<file path="config.mk">
export PLATFORM = sky130hd
export DESIGN_NAME = tm1683_display_loader
export DESIGN_NICKNAME = d
export VERILOG_FILES = /design/src/rtl/tm1683_display_loader.sv
export SDC_FILE = /design/constraint.sdc
export NUM_CORES = 1
export LEC_CHECK = 0
export CORE_MARGIN = 1.5
export CORE_UTILIZATION = 58
export CTS_BUF_LIST = sky130_fd_sc_hd__clkbuf_2 sky130_fd_sc_hd__clkbuf_4 sky130_fd_sc_hd__clkbuf_8
export DETAILED_ROUTE_END_ITERATION = 8
export PLACE_DENSITY = 0.82
export SYNTH_ARGS = -nofsm -noshare
export SYNTH_HDL_FRONTEND = slang
export SYNTH_SLANG_ARGS = --single-unit
</file>
<file path="constraint.sdc">
create_clock -name mclk -period 4.4 [get_ports mclk]
set_input_delay 1.32 -clock mclk [delete_from_list [all_inputs] [get_ports mclk]]
set_output_delay 1.32 -clock mclk [all_outputs]
set_load 0.03 [all_outputs]
</file>
<file path="src/rtl/tm1683_display_loader.sv">
// Latches decoder digit words on sync and streams one TM1683 refresh frame:
// data-mode command, address command, N segment bytes, display-control command.
module tm1683_display_loader #(
  parameter int unsigned N_DIGITS  = 8,
  parameter logic [3:0]  BASE_ADDR = 4'h0
) (
  input  logic        mclk,
  input  logic        rst_n,
  input  logic        sync_in,
  input  logic [39:0] dec_in,
  input  logic [7:0]  point_in,
  input  logic [2:0]  brightness,
  input  logic        disp_en,
  output logic [7:0]  tx_data,
  output logic        tx_valid,
  output logic        tx_last,
  input  logic        tx_ready,
  output logic        busy,
  output logic        done
);

  localparam logic [2:0] S_IDLE     = 3'd0;
  localparam logic [2:0] S_CMD_DATA = 3'd1;
  localparam logic [2:0] S_CMD_ADDR = 3'd2;
  localparam logic [2:0] S_DATA     = 3'd3;
  localparam logic [2:0] S_CMD_CTRL = 3'd4;
  localparam logic [2:0] S_DONE     = 3'd5;

  localparam logic [2:0] CNT_INIT = 3'(N_DIGITS - 1);

  typedef struct packed {
    logic [39:0] dec;
    logic [7:0]  point;
    logic [2:0]  bright;
    logic        en;
  } frame_t;

  logic [2:0] state_q, state_d;
  logic [2:0] cnt_q, cnt_d;
  logic       pending_q, pending_d;
  frame_t     work_q, work_d, shadow_q, shadow_d, sample;
  logic       accept;
  logic [4:0] digit_code;
  logic       digit_dp;

  assign sample = {dec_in, point_in, brightness, disp_en};
  assign accept = tx_valid & tx_ready;

  function automatic logic [6:0] seg7(input logic [4:0] code);
    logic [6:0] s;
    case (code)
      5'h00: s = 7'h3F;  5'h01: s = 7'h06;  5'h02: s = 7'h5B;  5'h03: s = 7'h4F;
      5'h04: s = 7'h66;  5'h05: s = 7'h6D;  5'h06: s = 7'h7D;  5'h07: s = 7'h07;
      5'h08: s = 7'h7F;  5'h09: s = 7'h6F;  5'h0A: s = 7'h77;  5'h0B: s = 7'h7C;
      5'h0C: s = 7'h39;  5'h0D: s = 7'h5E;  5'h0E: s = 7'h79;  5'h0F: s = 7'h71;
      5'h10: s = 7'h79;  5'h11: s = 7'h40;  5'h12: s = 7'h3F;  5'h13: s = 7'h71;
      default: s = 7'h00;
    endcase
    return s;
  endfunction

  // Digit select: the counter walks from the leftmost sent digit down to digit 0.
  always_comb begin
    // NOTE: every always_comb output gets a default first so no path can infer a latch.
    digit_code = 5'h1F;
    digit_dp   = 1'b0;
    for (int i = 0; i < 8; i++) begin
      if (cnt_q == 3'(i)) begin
        digit_code = work_q.dec[5*i +: 5];
        digit_dp   = work_q.point[i];
      end
    end
  end

  always_comb begin
    state_d   = state_q;
    cnt_d     = cnt_q;
    pending_d = pending_q;
    work_d    = work_q;
    shadow_d  = shadow_q;

    // A sync mid-frame parks in the shadow; the newest one wins.
    if (sync_in && state_q != S_IDLE && state_q != S_DONE) begin
      shadow_d  = sample;
      pending_d = 1'b1;
    end

    case (state_q)
      S_IDLE: if (sync_in) begin
        work_d  = sample;
        state_d = S_CMD_DATA;
      end
      S_CMD_DATA: if (accept) state_d = S_CMD_ADDR;
      S_CMD_ADDR: if (accept) begin
        state_d = S_DATA;
        cnt_d   = CNT_INIT;
      end
      S_DATA: if (accept) begin
        if (cnt_q == 3'd0) state_d = S_CMD_CTRL;
        else               cnt_d   = cnt_q - 3'd1;
      end
      S_CMD_CTRL: if (accept) state_d = S_DONE;
      S_DONE: begin
        if (sync_in) begin
          work_d    = sample;
          pending_d = 1'b0;
          state_d   = S_CMD_DATA;
        end else if (pending_q) begin
          work_d    = shadow_q;
          pending_d = 1'b0;
          state_d   = S_CMD_DATA;
        end else begin
          state_d = S_IDLE;
        end
      end
      default: state_d = S_IDLE;
    endcase
  end

  always_comb begin
    tx_data  = 8'h00;
    tx_valid = 1'b0;
    tx_last  = 1'b0;
    case (state_q)
      S_CMD_DATA: begin
        tx_valid = 1'b1;
        tx_data  = 8'h40;
        tx_last  = 1'b1;
      end
      S_CMD_ADDR: begin
        tx_valid = 1'b1;
        tx_data  = {4'hC, BASE_ADDR};
      end
      S_DATA: begin
        tx_valid = 1'b1;
        tx_data  = {digit_dp, seg7(digit_code)};
        tx_last  = (cnt_q == 3'd0);
      end
      S_CMD_CTRL: begin
        tx_valid = 1'b1;
        tx_data  = work_q.en ? {5'b10001, work_q.bright} : 8'h80;
        tx_last  = 1'b1;
      end
      default: ;
    endcase
  end

  assign busy = (state_q != S_IDLE);
  assign done = (state_q == S_DONE);

  always_ff @(posedge mclk or negedge rst_n) begin
    if (!rst_n) begin
      // NOTE: the digit registers are ordinary flops, so clearing them costs nothing and keeps post-reset state fully defined.
      state_q   <= S_IDLE;
      cnt_q     <= CNT_INIT;
      pending_q <= 1'b0;
      work_q    <= '0;
      shadow_q  <= '0;
    end else begin
      // NOTE: non-blocking updates so every register sees the pre-edge values of the others.
      state_q   <= state_d;
      cnt_q     <= cnt_d;
      pending_q <= pending_d;
      work_q    <= work_d;
      shadow_q  <= shadow_d;
    end
  end

endmodule

</file>
; Word-level counts from Yosys, hierarchy flattened
; Memories as Yosys holds them, arrays and structs flattened.
; Cells that the tools add are included.
[totals]
inputBits = 56
reg_bits = 111
romBits = 224
mem_count = 1
[classes]
addsub = 1
n_reduce_logical = 12
mux = 41
n_bitwise = 1
n_eq_ne = 21
[memory_table]
columns = memory, depth, word_bits, read_ports, rd_ports_with_merged_regs, write_ports, line_no
row1 = (name not given), 32, 7, 1, 0, 0, 51  ; case (code)
[op_table]
columns = cell, count
row1 = 2-to-1 mux 52 bit, 3
row2 = one-hot mux 52 bit (2 select lines), 1
row3 = 2-to-1 mux 5 bit, 8
row4 = one-hot mux 8 bit (4 select lines), 1
row5 = 2-to-1 mux 3 bit, 9
row6 = "== test 3 bit, second input constant", 6
row7 = one-hot mux 3 bit (6 select lines), 1
row8 = 2-to-1 mux 1 bit, 15
row9 = "!= test 2 bit, second input constant", 7
row10 = "== test 3 x 2 -> 1 bit, second input constant", 4
row11 = "== test 3 x 1 -> 1 bit, second input constant", 2
row12 = zero test 3 bit, 2
row13 = one-hot mux 3 bit (2 select lines), 1
row14 = AND reduction 6 bit, 1
row15 = 2-to-1 mux 4 bit, 1
row16 = AND reduction 4 bit, 1
row17 = nonzero test 2 bit, 2
row18 = OR reduction 4 bit, 1
row19 = "!= test 3 x 2 -> 1 bit, second input constant", 1
row20 = "!= test 3 bit, second input constant", 1
row21 = AND reduction 3 bit, 1
row22 = nonzero test 3 bit, 1
row23 = "subtractor 3 x 1 -> 3 bit, second input constant", 1
row24 = logical AND 1 bit, 2
row25 = 3 further kinds, 3

; Logic depth before layout (Yosys ltp)
; An unclocked memory read counts as a cell.
[logic_depth]
word_depth = 11
mapped_depth = 13

; Worst setup path before layout
; Ideal clock, no wire load.
[synth_timing]
kind = register to output
startpoint = register cnt_q[0]
endpoint = output port tx_data[3]
t_arrival_ns = 2.979
slack_ns = 0.101
stages_incl_launch_ff = 14
path_buffers = 3
cell_sequence = dfstp_2 inv_1 ha_1 buf_2 buf_6 buf_2 nand2_1 o21ai_1 mux4_2 inv_1 ha_1 mux2i_1 mux2i_1 o221ai_1
[synth_between]
elab_chain_cells = 11
elab_cells_between_ends = 18
classes_between = 7 x eq/ne / 9 x mux / 1 x reduce/logical / 1 x memory
[synth_rtl]
columns = element, line_no
row1 = from (decl), 39  ; logic [2:0] cnt_q, cnt_d;
row2 = from (signal assigned), 162  ; cnt_q <= cnt_d;
row3 = zero test 3 bit, 68  ; if (cnt_q == 3'(i)) begin
row4 = 2-to-1 mux 5 bit (7 in series), 68
row5 = 2-to-1 mux 5 bit *, 68
row6 = memory (32 x 7 bit) *, -
row7 = one-hot mux 8 bit (4 select lines) *, 124  ; case (state_q)
row8 = to (decl), 14  ; output logic [7:0] tx_data,
; Mark *: on every way between the ends. The rest lies on a longest branch, timed or not.

; Final worst setup path
; Same ends and word-level chain as after synthesis.

==> flow_metrics.tcl <==
set metrics [dict create \
    place_ws_ns -0.05381 \
    antenna_found_initial 0 \
    root_buffer "clkbuf_8" \
    die_w_um 103.0 \
    grt_overflow_total 0 \
    fmax_mhz 221.7 \
    area_growth_pct 22.57 \
    arrival_ns 3.19 \
    p_leak_uw 0.002937 \
    violations "negative setup slack" \
    grt_pass1_vias 4368 \
    holdPathEnd "work_q[33]" \
    ys_types 59 \
    ios 68 \
    ctsHoldBuffers 0 \
    grt_max_degree 80 \
    cp.required_ns 3.08 \
    cpMostUsedCell "mux2i_1" \
    hold_depth 2 \
    fin_nets 683 \
    synth_xor_area_share_pct 0.4535 \
    min_period_over_period_pct 102.5 \
    syn_inst 543 \
    drt-vias-per-instance 6.053 \
    p_clk_share_pct 11.5 \
    max-clock-path-buffers 2 \
    insertedDiodeCount 0 \
    die_area_um2 10600 \
    p_comb_share_pct 58.9 \
    r2r_slack_ns 1.92 \
    hold_viol 0 \
    syn_area_um2 5794 \
    yosys_register_bits 111 \
    cts_tree "yes" \
    start_kind "flip-flop" \
    grt_use_total_pct 27.28 \
    cp-end-kind "output port" \
    place.gp.congestion 0.9615 \
    status "finished, violations left" \
    initial_utilization_pct 59.56 \
    drive_gt1_share_pct 21.45 \
    r2r-start "state_q[0]" \
    avgSynthCellArea_um2 10.67 \
    synth-edff-count 0 \
    worstHoldPathType "flip-flop to flip-flop" \
    path_cells "ha_4 > buf_8 > nor2_1 > a2111oi_0 > o21a_2 > a32o_1 > mux2i_1 > mux2i_1 > o221ai_1 > buf_4" \
    finalSetupViolCount 4 \
    switchingPower_uw 2417 \
    numCtsBuffers 9 \
    async_flop_share_pct 100.0 \
    synthAdderAreaFrac_pct 2.591 \
    worstReg2RegEnd "work_q[7]" \
    synth_top_family_by_area "multiplexers" \
    layout_commonest_cell "dfrtp_1" \
    cts-htree-levels 3 \
    synth_ff_type "dfrtp_1" \
    tns_ns -0.2947 \
    register_area_um2 2781 \
    clk_pin_slew_worst_paths_ns 0.11 \
    clkSinkCount 111 \
    synth-compound-area-share_pct 13.00 \
    cpMaxStageDelayCell "dfstp_2" \
    rows 36 \
    drv_slew 0 \
    drt_pre_antenna_iters 7 \
    io_buffer_count 67 \
    final_cell_mix "dfrtp_1 (108), nand2_1 (81), o21ai_1 (62)" \
    max_stage_delay_ns 0.60 \
    synth_seq_area_share_pct 48.00 \
    rsz0062_at_grt "yes" \
    vdd_drop_max_uv 1132 \
    drv_cap 0 \
    clkLatencyLatePin_ns 0.38 \
    critPathKind "flip-flop to output port" \
    synth_nets 611 \
    vias 4558 \
    synth_mux_area_share_pct 20.77 \
    clock-skew-final_ns 0.01161 \
    core_area_um2 9729 \
    worst_slack_ns -0.1106 \
    tightest_slew_ns 0.6723 \
    drcViolationCount 0 \
    ant_nets 0 \
    p_per_area_nw_per_um2 771.5 \
    min_from "work_q[33]" \
    seqPwrFrac_pct 29.6 \
    netSwitchingFraction_pct 44.12 \
    rr_worst_depth 6 \
    min_period_ns 4.511 \
    drt_iter0_markers 228 \
    cp_max_fo 8 \
    nFillCells 688 \
    slew_headroom_pct 55.18 \
    wirelength_um 13660 \
    multi_input_area_um2 2968 \
    p_int_uw 3062 \
    grt_pass1_wl_um 21820 \
    yosys_warnings 0 \
    synth_simple_gate_area_share_pct 10.71 \
    dp.final_hpwl_um 8847 \
    die_height_um 103.0 \
    avgRoutedWirePerCell_um 18.14 \
]
## critical path, delay by kind of cell (launching register included)
| family | cells | cell delay (ns) |
|---|---|---|
| flops | 1 | 0.60 |
| fa+ha+maj | 1 | 0.21 |
| mux | 2 | 0.35 |
| buf+inv | 2 | 0.35 |
| simple gates | 1 | 0.06 |
| compound gates | 4 | 1.25 |
## power groups by stage
stage	Sequential (uW)	Combinational [uW]	Clock, uW
after floorplan	1500	1860	0
after CTS	1600	2700	635
after global routing	1650	3470	685
after detailed placement	1620	2460	0
final	1620	3230	631
after global placement	1600	2330	0
## worst max-delay path by stage
stage                         from    endpoint  slack [ns]  depth (start not counted)
after floorplan           cnt_q[0]  tx_data[3]        0.10                         13
after global placement    cnt_q[0]  tx_data[3]        0.19                         11
after detailed placement  cnt_q[0]  tx_data[3]       -0.05                         11
after CTS                 cnt_q[1]  tx_data[0]       -0.01                         13
after global routing      cnt_q[0]  tx_data[6]       -0.22                         10
final                     cnt_q[0]  tx_data[3]       -0.11                         10
## sequential cells by signal, indices dropped and copies added (netlist names)
| name | flops |
|---|---|
| cnt_q | 3 |
| work_q | 52 |
| shadow_q | 52 |
| state_q | 3 |
| pending_q | 1 |
## through the flow
step | instances | power (uW) | util (%) | hold WS (ns) | instance area [um2]
2_1_floorplan | 543 | 3358 | - | 0.4470 | 5794
3_3_place_gp | 717 | 3933 | 67.05 | 0.4639 | 6524
3_5_place_dp | 717 | 4082 | 67.05 | 0.4806 | 6524
4_1_cts | 743 | 4937 | 70.72 | 0.5032 | 6880
5_1_grt | 753 | 5802 | 72.99 | 0.5100 | 7102
6_report | 753 | 5479 | 72.99 | 0.4995 | 7102
## area by class of cell
type | instances | share of cell area, %
multi-input combinational | 382 | 41.79
tap | 133 | 2.343
inverter | 14 | 0.7752
timing repair buffer | 97 | 13.04
sequential | 111 | 39.16
clock buffer | 9 | 1.744
clock inverter | 7 | 1.145
## cell usage after synthesis (all sizes together) (2+ instances only)
cell type	n	area (um2)
dfrtp	108	2703
nand2	82	307.8
o21ai	68	340.3
mux2i	55	550.5
mux2	52	585.6
buf	29	176.4
a21oi	20	103.9
nor2	17	73.82
inv	14	52.55
ha	12	150.1
clkbuf	8	30.03
nand3	8	50.05
nor2b	8	50.05
a211oi	4	35.03
nand2b	4	25.02
o221ai	4	35.03
dfstp	3	78.83
mux4	3	67.56
nor3	3	20.02
nor3b	3	22.52
o22a	3	27.53
o31ai	3	22.52
and3	2	12.51
o211ai	2	15.01
o21a	2	15.01
o21bai	2	15.01
o32ai	2	17.52
or3b	2	17.52
xor2	2	17.52
## what timing repair did
item | CTS | global route
setup buffers | 10 | 9
resized for setup | 20 | 35
pin swaps | 2 | 14
endpoints found under the setup margin | 8 | 8
cloned | 0 | 1
## cells by family (layout without fill, tap and decap cells)
family,count (synthesis),in the layout
buf+inv,51,127
flops,111,111
compound gates,122,123
xor+xnor,3,3
simple gates,134,134
fa+ha+maj,12,12
mux,110,110
## layer usage
metal | up-vias | part of all wire, % | global-route usage, %
met5 | - | 0 | 0
met1 | 2230 | 40 | 34.00
met3 | 58 | 5.7 | 6.441
li1 | 2059 | - | -
met2 | 211 | 50 | 44.84
met4 | 0 | 4.1 | 13.41
No activity file was read; power rests on OpenSTA's default activity.
